File: src/rtl/plab1_imul_mul_arbiter_pkg.sv
// Shared widths, FSM encodings and request-packing helper for the
// multiplier arbiter slice.
package plab1_imul_mul_arbiter_pkg;

  localparam int FUNC_NB = 3;
  localparam int DATA_NB = 32;
  localparam int REQ_NB  = FUNC_NB + 2 * DATA_NB;

  localparam logic [1:0] ST_IDLE  = 2'd0;
  localparam logic [1:0] ST_ISSUE = 2'd1;
  localparam logic [1:0] ST_WAIT  = 2'd2;
  localparam logic [1:0] ST_RESP  = 2'd3;

  function automatic logic [REQ_NB-1:0] mk_req(
    input logic [FUNC_NB-1:0] f,
    input logic [DATA_NB-1:0] a,
    input logic [DATA_NB-1:0] b
  );
    return {f, a, b};
  endfunction

endpackage

File: src/rtl/plab1_imul_rr_arb.sv
// Round-robin picker: first requester at or after prio_ptr wins.
// Outputs one-hot grant, its index, and whether anything won.
module plab1_imul_rr_arb #(
  parameter int P_NREQS = 2,
  parameter int P_TAG_NB = 1
) (
  input  logic [P_NREQS-1:0]  reqs,
  input  logic [P_TAG_NB-1:0] prio_ptr,
  input  logic                en,
  output logic [P_NREQS-1:0]  grant,
  output logic [P_TAG_NB-1:0] grant_idx,
  output logic                grant_val
);

  // Scan from the priority pointer, wrapping once around the ring.
  always_comb begin
    int j;
    j = 0;
    grant = '0;
    grant_idx = '0;
    grant_val = 1'b0;
    for (int k = 0; k < P_NREQS; k++) begin
      j = int'(prio_ptr) + k;
      if (j >= P_NREQS) j = j - P_NREQS;
      if (en && !grant_val && reqs[j]) begin
        grant_val = 1'b1;
        grant[j] = 1'b1;
        grant_idx = P_TAG_NB'(j);
      end
    end
  end

endmodule

File: src/rtl/plab1_imul_mul_arbiter.sv
// Shares one val/rdy multiplier among p_nreqs requesters with
// round-robin grant and a single transaction in flight.
module plab1_imul_mul_arbiter
  import plab1_imul_mul_arbiter_pkg::*;
#(
  parameter int p_nreqs = 2,
  parameter int p_tag_nb = 1
) (
  input  logic                      clk,
  input  logic                      reset,
  input  logic [p_nreqs-1:0]        in_val,
  output logic [p_nreqs-1:0]        in_rdy,
  input  logic [p_nreqs*REQ_NB-1:0] in_msg,
  output logic [p_nreqs-1:0]        out_val,
  input  logic [p_nreqs-1:0]        out_rdy,
  output logic [DATA_NB-1:0]        out_msg,
  output logic                      mul_req_val,
  input  logic                      mul_req_rdy,
  output logic [REQ_NB-1:0]         mul_req_msg,
  input  logic                      mul_resp_val,
  output logic                      mul_resp_rdy,
  input  logic [DATA_NB-1:0]        mul_resp_msg
);

  logic [1:0]          state_q, state_d;
  logic [p_tag_nb-1:0] prio_q, prio_d;
  logic [p_tag_nb-1:0] owner_q, owner_d;
  logic [REQ_NB-1:0]   req_buf_q;
  logic [DATA_NB-1:0]  resp_buf_q;
  logic                req_en, resp_en;

  logic [p_nreqs-1:0]  gnt;
  logic [p_tag_nb-1:0] gnt_idx;
  logic                gnt_val;
  logic [p_nreqs-1:0]  one_hot;

  plab1_imul_rr_arb #(
    .P_NREQS  (p_nreqs),
    .P_TAG_NB (p_tag_nb)
  ) u_arb (
    .reqs      (in_val),
    .prio_ptr  (prio_q),
    .en        (state_q == ST_IDLE),
    .grant     (gnt),
    .grant_idx (gnt_idx),
    .grant_val (gnt_val)
  );

  // Next-state, buffer enables and pointer/owner update.
  always_comb begin
    state_d = state_q;
    prio_d  = prio_q;
    owner_d = owner_q;
    req_en  = 1'b0;
    resp_en = 1'b0;
    unique case (state_q)
      ST_IDLE: begin
        if (gnt_val) begin
          req_en  = 1'b1;
          owner_d = gnt_idx;
          if (gnt_idx == p_tag_nb'(p_nreqs - 1))
            prio_d = '0;
          else
            prio_d = gnt_idx + p_tag_nb'(1);
          state_d = ST_ISSUE;
        end
      end
      ST_ISSUE: if (mul_req_rdy) state_d = ST_WAIT;
      ST_WAIT: begin
        if (mul_resp_val) begin
          resp_en = 1'b1;
          state_d = ST_RESP;
        end
      end
      ST_RESP: if (out_rdy[owner_q]) state_d = ST_IDLE;
      default: state_d = ST_IDLE;
    endcase
  end

  // Control state: FSM, round-robin pointer and current owner.
  always_ff @(posedge clk) begin
    if (reset) begin
      state_q <= ST_IDLE;
      prio_q  <= '0;
      owner_q <= '0;
    end else begin
      state_q <= state_d;
      prio_q  <= prio_d;
      owner_q <= owner_d;
    end
  end

  // Data buffers are not reset; they are only observed with a valid.
  always_ff @(posedge clk) begin
    if (req_en)
      req_buf_q <= in_msg[int'(gnt_idx)*REQ_NB +: REQ_NB];
    if (resp_en)
      resp_buf_q <= mul_resp_msg;
  end

  assign one_hot      = p_nreqs'(1) << owner_q;
  assign in_rdy       = gnt;
  assign mul_req_val  = (state_q == ST_ISSUE);
  assign mul_req_msg  = req_buf_q;
  assign mul_resp_rdy = (state_q == ST_WAIT);
  assign out_val      = (state_q == ST_RESP) ? one_hot : '0;
  assign out_msg      = resp_buf_q;

endmodule

File: config.mk
export PLATFORM = sky130hd
export DESIGN_NAME = plab1_imul_mul_arbiter
export DESIGN_NICKNAME = d
export VERILOG_FILES = /design/src/rtl/plab1_imul_mul_arbiter_pkg.sv /design/src/rtl/plab1_imul_rr_arb.sv /design/src/rtl/plab1_imul_mul_arbiter.sv
export SDC_FILE = /design/constraint.sdc
export NUM_CORES = 1
export LEC_CHECK = 0
export BUFFER_PORTS_ARGS = -buffer_cell sky130_fd_sc_hd__buf_4
export CORE_AREA = 2 2 108 110
export CTS_BUF_LIST = sky130_fd_sc_hd__clkbuf_4 sky130_fd_sc_hd__clkbuf_8 sky130_fd_sc_hd__clkbuf_16
export DETAILED_ROUTE_END_ITERATION = 16
export DIE_AREA = 0 0 110 112
export PLACE_DENSITY = 0.72
export SKIP_CTS_REPAIR_TIMING = 1
export SYNTH_ARGS = -nofsm -noshare
export SYNTH_HDL_FRONTEND = slang
export SYNTH_HIERARCHICAL = 1
export SYNTH_SLANG_ARGS = --single-unit
File: constraint.sdc
create_clock -name clk -period 3.09 [get_ports clk]
set_input_delay 0.1545 -clock clk [delete_from_list [all_inputs] [get_ports clk]]
set_output_delay 0.1545 -clock clk [all_outputs]
set_load 0.02 [all_outputs]
## Yosys cells after proc, flatten, opt, wreduce, memory -nomap -nowiden

Cells that the tools add are included.

| storage, ports and cells | value |
|---|---|
| input port bits | 174 |
| word-level logic and storage cells | 67 |
| register bits after elaboration | 103 |

| operators by class | value |
|---|---|
| order comparisons | 7 |
| shifts and indexed selects | 2 |
| reduce and logical (&&, ||, !) cells | 9 |
| bitwise logic cells | 1 |
| $add $sub $neg | 4 |
| equality and inequality tests | 7 |
| multiply operators | 1 |
| mux-type cells | 31 |

Operators by type and width:

| cell | count |
|---|---|
| $shiftx 134x9->67 | 1 |
| $ge 32x1->1 const B | 2 |
| $lt 32x3->1 const B | 2 |
| $mux 32 | 2 |
| $ge 32x3->1 const B | 1 |
| $sub 32x3->32 const B | 1 |
| $mux 1 | 19 |
| $mux 2 | 7 |
| $mul 1x7->8 const B | 1 |
| $pmux 2 s4 | 1 |
| $ne 2x2->1 const B | 3 |
| $logic_and 1x1->1 | 5 |
| $eq 2x2->1 const B | 2 |
| $reduce_and 4->1 | 1 |
| $sub 1x2->3 const B | 1 |
| $add 1x1->2 const B | 1 |
| $demux 1 s1 | 2 |
| $eq 2x1->1 const B | 1 |
| $ge 1x2->1 const B | 1 |
| $logic_not 2->1 | 1 |
| $lt 1x2->1 const B | 1 |
| $ne 2x1->1 const B | 1 |
| $or 2x2->2 | 1 |
| $reduce_and 2->1 | 1 |
| other kinds (3) | 3 |

## Logic depth before layout (Yosys ltp)

| logic depth | value |
|---|---|
| depth in word-level cells | 13 |
| depth in mapped cells | 9 |
| mapped depth without buffers | 6 |

## Cells and area by module

The synthesis kept the hierarchy.

Modules (own cells, without submodules):

| module | cells each | area each (um2) | instances |
|---|---|---|---|
| plab1_imul_mul_arbiter | 206 | 4053.9 | 1 |
| plab1_imul_rr_arb | 7 | 33.8 | 1 |

## Worst setup path after synthesis

Ideal clock, no wire load.

| path | value |
|---|---|
| path kind | register -> register |
| from | reg state_q[0] |
| to | reg req_buf_q[0] (netlist: mul_req_msg[0]), enable pin |
| buffers on the path | 0 |
| data required time | 2.669 ns |
| setup slack | 0.460 ns |
| arrival | 2.209 ns |
| stages on the path, launching flop included | 6 |
| cell sequence | dfxtp_1 inv_1 ha_1 o21a_1 nand2_1 inv_1 |

| on the way | value |
|---|---|
| cells in the longest elaborated chain, start to end | 9 |

RTL lines:

| what | RTL line | source |
|---|---|---|
| from (decl) | plab1_imul_mul_arbiter.sv:25 | `logic [1:0] state_q, state_d;` |
| from (signal assigned) | plab1_imul_mul_arbiter.sv:87 | `state_q <= state_d;` |
| $logic_not 2->1 * | plab1_imul_mul_arbiter.sv:43 | `.en (state_q == ST_IDLE),` |
| $logic_and 1x1->1 | plab1_imul_rr_arb.sv:25 | `if (en && !grant_val && reqs[j]) begin` |
| $mux 1 | plab1_imul_rr_arb.sv:25 |  |
| $logic_not 1->1 | plab1_imul_rr_arb.sv:25 |  |
| $logic_and 1x1->1 (2 in series) | plab1_imul_rr_arb.sv:25 |  |
| $mux 1 * | plab1_imul_rr_arb.sv:25 |  |
| net gnt_val | plab1_imul_mul_arbiter.sv:34 | `logic gnt_val;` |
| $mux 1 * | plab1_imul_mul_arbiter.sv:58 | `if (gnt_val) begin` |
| $mux 1 * | plab1_imul_mul_arbiter.sv:56 | `unique case (state_q)` |
| net req_en | plab1_imul_mul_arbiter.sv:30 | `logic req_en, resp_en;` |
| to (signal assigned) | plab1_imul_mul_arbiter.sv:96 | `req_buf_q <= in_msg[int'(gnt_idx)*REQ_NB +: REQ_NB];` |
| to (decl) | plab1_imul_mul_arbiter.sv:28 | `logic [REQ_NB-1:0] req_buf_q;` |

The timed path passes the listed nets; every way through them passes the cells marked *.
A chain may end at the register's enable or synchronous reset.

## Worst setup path after layout

| path | value |
|---|---|
| from | reg state_q[0] |
| to | reg req_buf_q[19] (netlist: mul_req_msg[19]) (data pin) |

| on the way | value |
|---|---|
| cells in the longest elaborated chain, start to end | 9 |
| elaborated cells between the ends (all ways) | 10 |
| those cells by class | mul: 1; shift: 1; mux: 3; reduce/logical: 5 |

RTL lines:

| what | RTL line | source |
|---|---|---|
| $logic_not 2->1 * | plab1_imul_mul_arbiter.sv:43 |  |
| $logic_and 1x1->1 | plab1_imul_rr_arb.sv:25 |  |
| $mux 1 | plab1_imul_rr_arb.sv:25 |  |
| $logic_not 1->1 | plab1_imul_rr_arb.sv:25 |  |
| $logic_and 1x1->1 (2 in series) | plab1_imul_rr_arb.sv:25 |  |
| $mux 1 * | plab1_imul_rr_arb.sv:25 |  |
| net gnt_idx | plab1_imul_mul_arbiter.sv:33 | `logic [p_tag_nb-1:0] gnt_idx;` |
| $mul 1x7->8 * | plab1_imul_mul_arbiter.sv:96 |  |
| $shiftx 134x9->67 * | plab1_imul_mul_arbiter.sv:96 |  |

Marks and branches as above.

==> run metrics <==
status completed; total gr overflow 0; multiplexer share of the synthesized area 19.19%; CTS Buffer Depth 2; #FFs+latches synth 103; H-tree depth 3; total of max-cap violations 0; die area 12,320 µm²; Netlist Area Pre-Place between 4000 and 5000 µm²; DRT iter0 DRCs ~130; initial antenna violation count 0; Post-Synth Simple-Gate Area ~2.2%; Tightest Pin Transition 0.5889 ns; ratio of cells with drive above 1 in the final layout 69.22%; CP top delay family buffers and inverters; CTS tree built; total track usage 16.33%; time the worst path needs with I/O delays and setup ~2.2 ns; Final Hold Slack 0.1128 ns; Antenna diodes 0; largest family of logic cells by synthesized area multiplexers; Avg WL per Cell 16.66 µm; final hold viol count 0; Post-DP HPWL ~8.4 mm; syn_nets between 300 and 400; setup_tns 0 ns; Peak Freq 460.1 MHz; Port Buf Inserts around 280; Setup WS post-layout around 0.9 ns; Die Width 110 µm; Final Max Tran Viols 0; crit end category flip-flop; number of global-route vias before repair between 2,000 and 3,000; dpl ws 0.9327 ns; pwr dens 846.3 nW/µm²; first-pass GRT wire length 14.92 mm; Die H 112 µm; Yosys cell types 19; RSZ-0062 raised after global routing no; Critical Path Max Stage Delay 0.49 ns; commonest non-fill, non-tap cell in the layout buf_4; Hold Crit Class in2reg; synthesis-to-layout area growth 71.17%; startpoint types flip-flop; cts bufs inserted 9; Clk pin slew, worst setup/hold paths around 0.080 ns; XOR/XNOR share of the synthesized area 0%; Slew headroom 60.74%; Critical Path AT between 2 and 2.5 ns; Crit-path slowest cell buf_4; register area share after synthesis 74.69%; Tcrit/Tclk final 70.34%; critical path type reg2reg; Placer Congestion 0.7834; synth warn 6; highest-count cells in the layout ignoring fill and taps buf_4, edfxtp_1, mux2_2; Mapped Cells about 210; maximum vdd drop 0.4394 mV; Compound-Gate Fraction of Synth Area approximately 1.3%; TritonRoute pass-1 iters 4; largest net degree at the start of global routing 47; critical path cell sequence inv_1 > ha_1 > nand2_1 > a21oi_4 > buf_4 > mux2_2; clk sinks 103; # rows 39; Setup Viol. Count Final 0; Avg Inst Size Synth approximately 19 µm²; vias per std cell 4.518; critical path peak fanout 46; WP buf/inv 2; Vias ~3,000; Root Buffer clkbuf_16; antenna-violating nets left 0; DRC 0; Worst Skew around 0.011 ns; Post-Synth Adder-Cell Area 1.224%; leakage ~0.0030 µW; Post-Route WL approximately 11 mm; worst-skew pair later-pin latency 0.34 ns; Total Nets Final 709; Initial Util 36.58%; CP required 3.18 ns; ports placed on the boundary about 280; CORE AREA approximately 11,000 µm²
-- final timing paths --
kind | slack [ns] | start | to | cells past startpoint
worst max-delay path | 0.92 | state_q[0] | mul_req_msg[19] | 6
worst min-delay path | 0.11 | in_msg[22] | mul_req_msg[22] | 2
worst max register to register | 0.92 | state_q[0] | mul_req_msg[19] | 6
worst min register to register | 0.49 | prio_q | prio_q | 2
-- kinds of logic (layout without fill, tap and decap cells) --
| kind of cell | Yosys count | count (layout) |
|---|---|---|
| AO/OA/AOI/OAI | 8 | 8 |
| adder cells (fa/ha/maj) | 4 | 4 |
| buffers and inverters | 12 | 335 |
| flip-flops | 103 | 103 |
| multiplexers | 70 | 70 |
| AND/OR/NAND/NOR | 16 | 16 |
-- cell usage after synthesis, drive strengths merged --
library cell,count,area share (%)
and2,2,0.34
dfxtp,4,2.0
a21oi,5,0.61
and2b,1,0.21
edfxtp,99,73
nand2,5,0.46
or2,1,0.15
nor2b,3,0.46
inv,4,0.37
ha,4,1.2
nand3,1,0.12
mux2i,3,0.73
buf,8,0.98
o21bai,1,0.18
mux2,67,18
nand2b,3,0.46
a2111oi,1,0.37
o21a,1,0.18
-- cell type report --
class | count | area, µm²
repair buffers | 315 | 2460
clock buffers | 9 | 225.2
flip-flops and latches | 103 | 3053
well taps | 143 | 178.9
multi-input cells | 98 | 991.0
fillers | 836 | 4178
clock inverters | 7 | 73.82
inverters | 4 | 15.01
-- flip-flops by register name, summed over array words and instances, names as in the netlist --
name	cells
mul_req_msg	67
out_msg	32
state_q	2
owner_q	1
prio_q	1
-- worst reg2reg max path: stages, from the launching register on --
cell     delay [ns]
dfxtp_1        0.35
inv_1          0.09
ha_1           0.26
nand2_1        0.14
a21oi_4        0.14
buf_4          0.49
mux2_2         0.45
-- power by group --
part / internal [µW] / switching [µW]
combinational: 1060 / 1370
clock: 576 / 548
sequential: 2220 / 147
-- per-stage QoR --
step	util [%]	total power (µW)	cells	instance area [µm²]
after floorplan	-	3723	213	4088
after global placement	56.98	4785	630	6367
after detailed placement	56.98	4834	630	6367
after CTS	59.66	5970	646	6666
after global routing	62.61	6197	679	6997
final	62.61	5921	679	6997
-- routing by layer --
metal / track usage, % / routed length, µm
met1: 15.82 / 3688
met4: 6.160 / 214
met3: 5.855 / 1172
met5: 0 / 0
met2: 30.72 / 6235
Note: power is estimated with default switching activity, not from simulation.
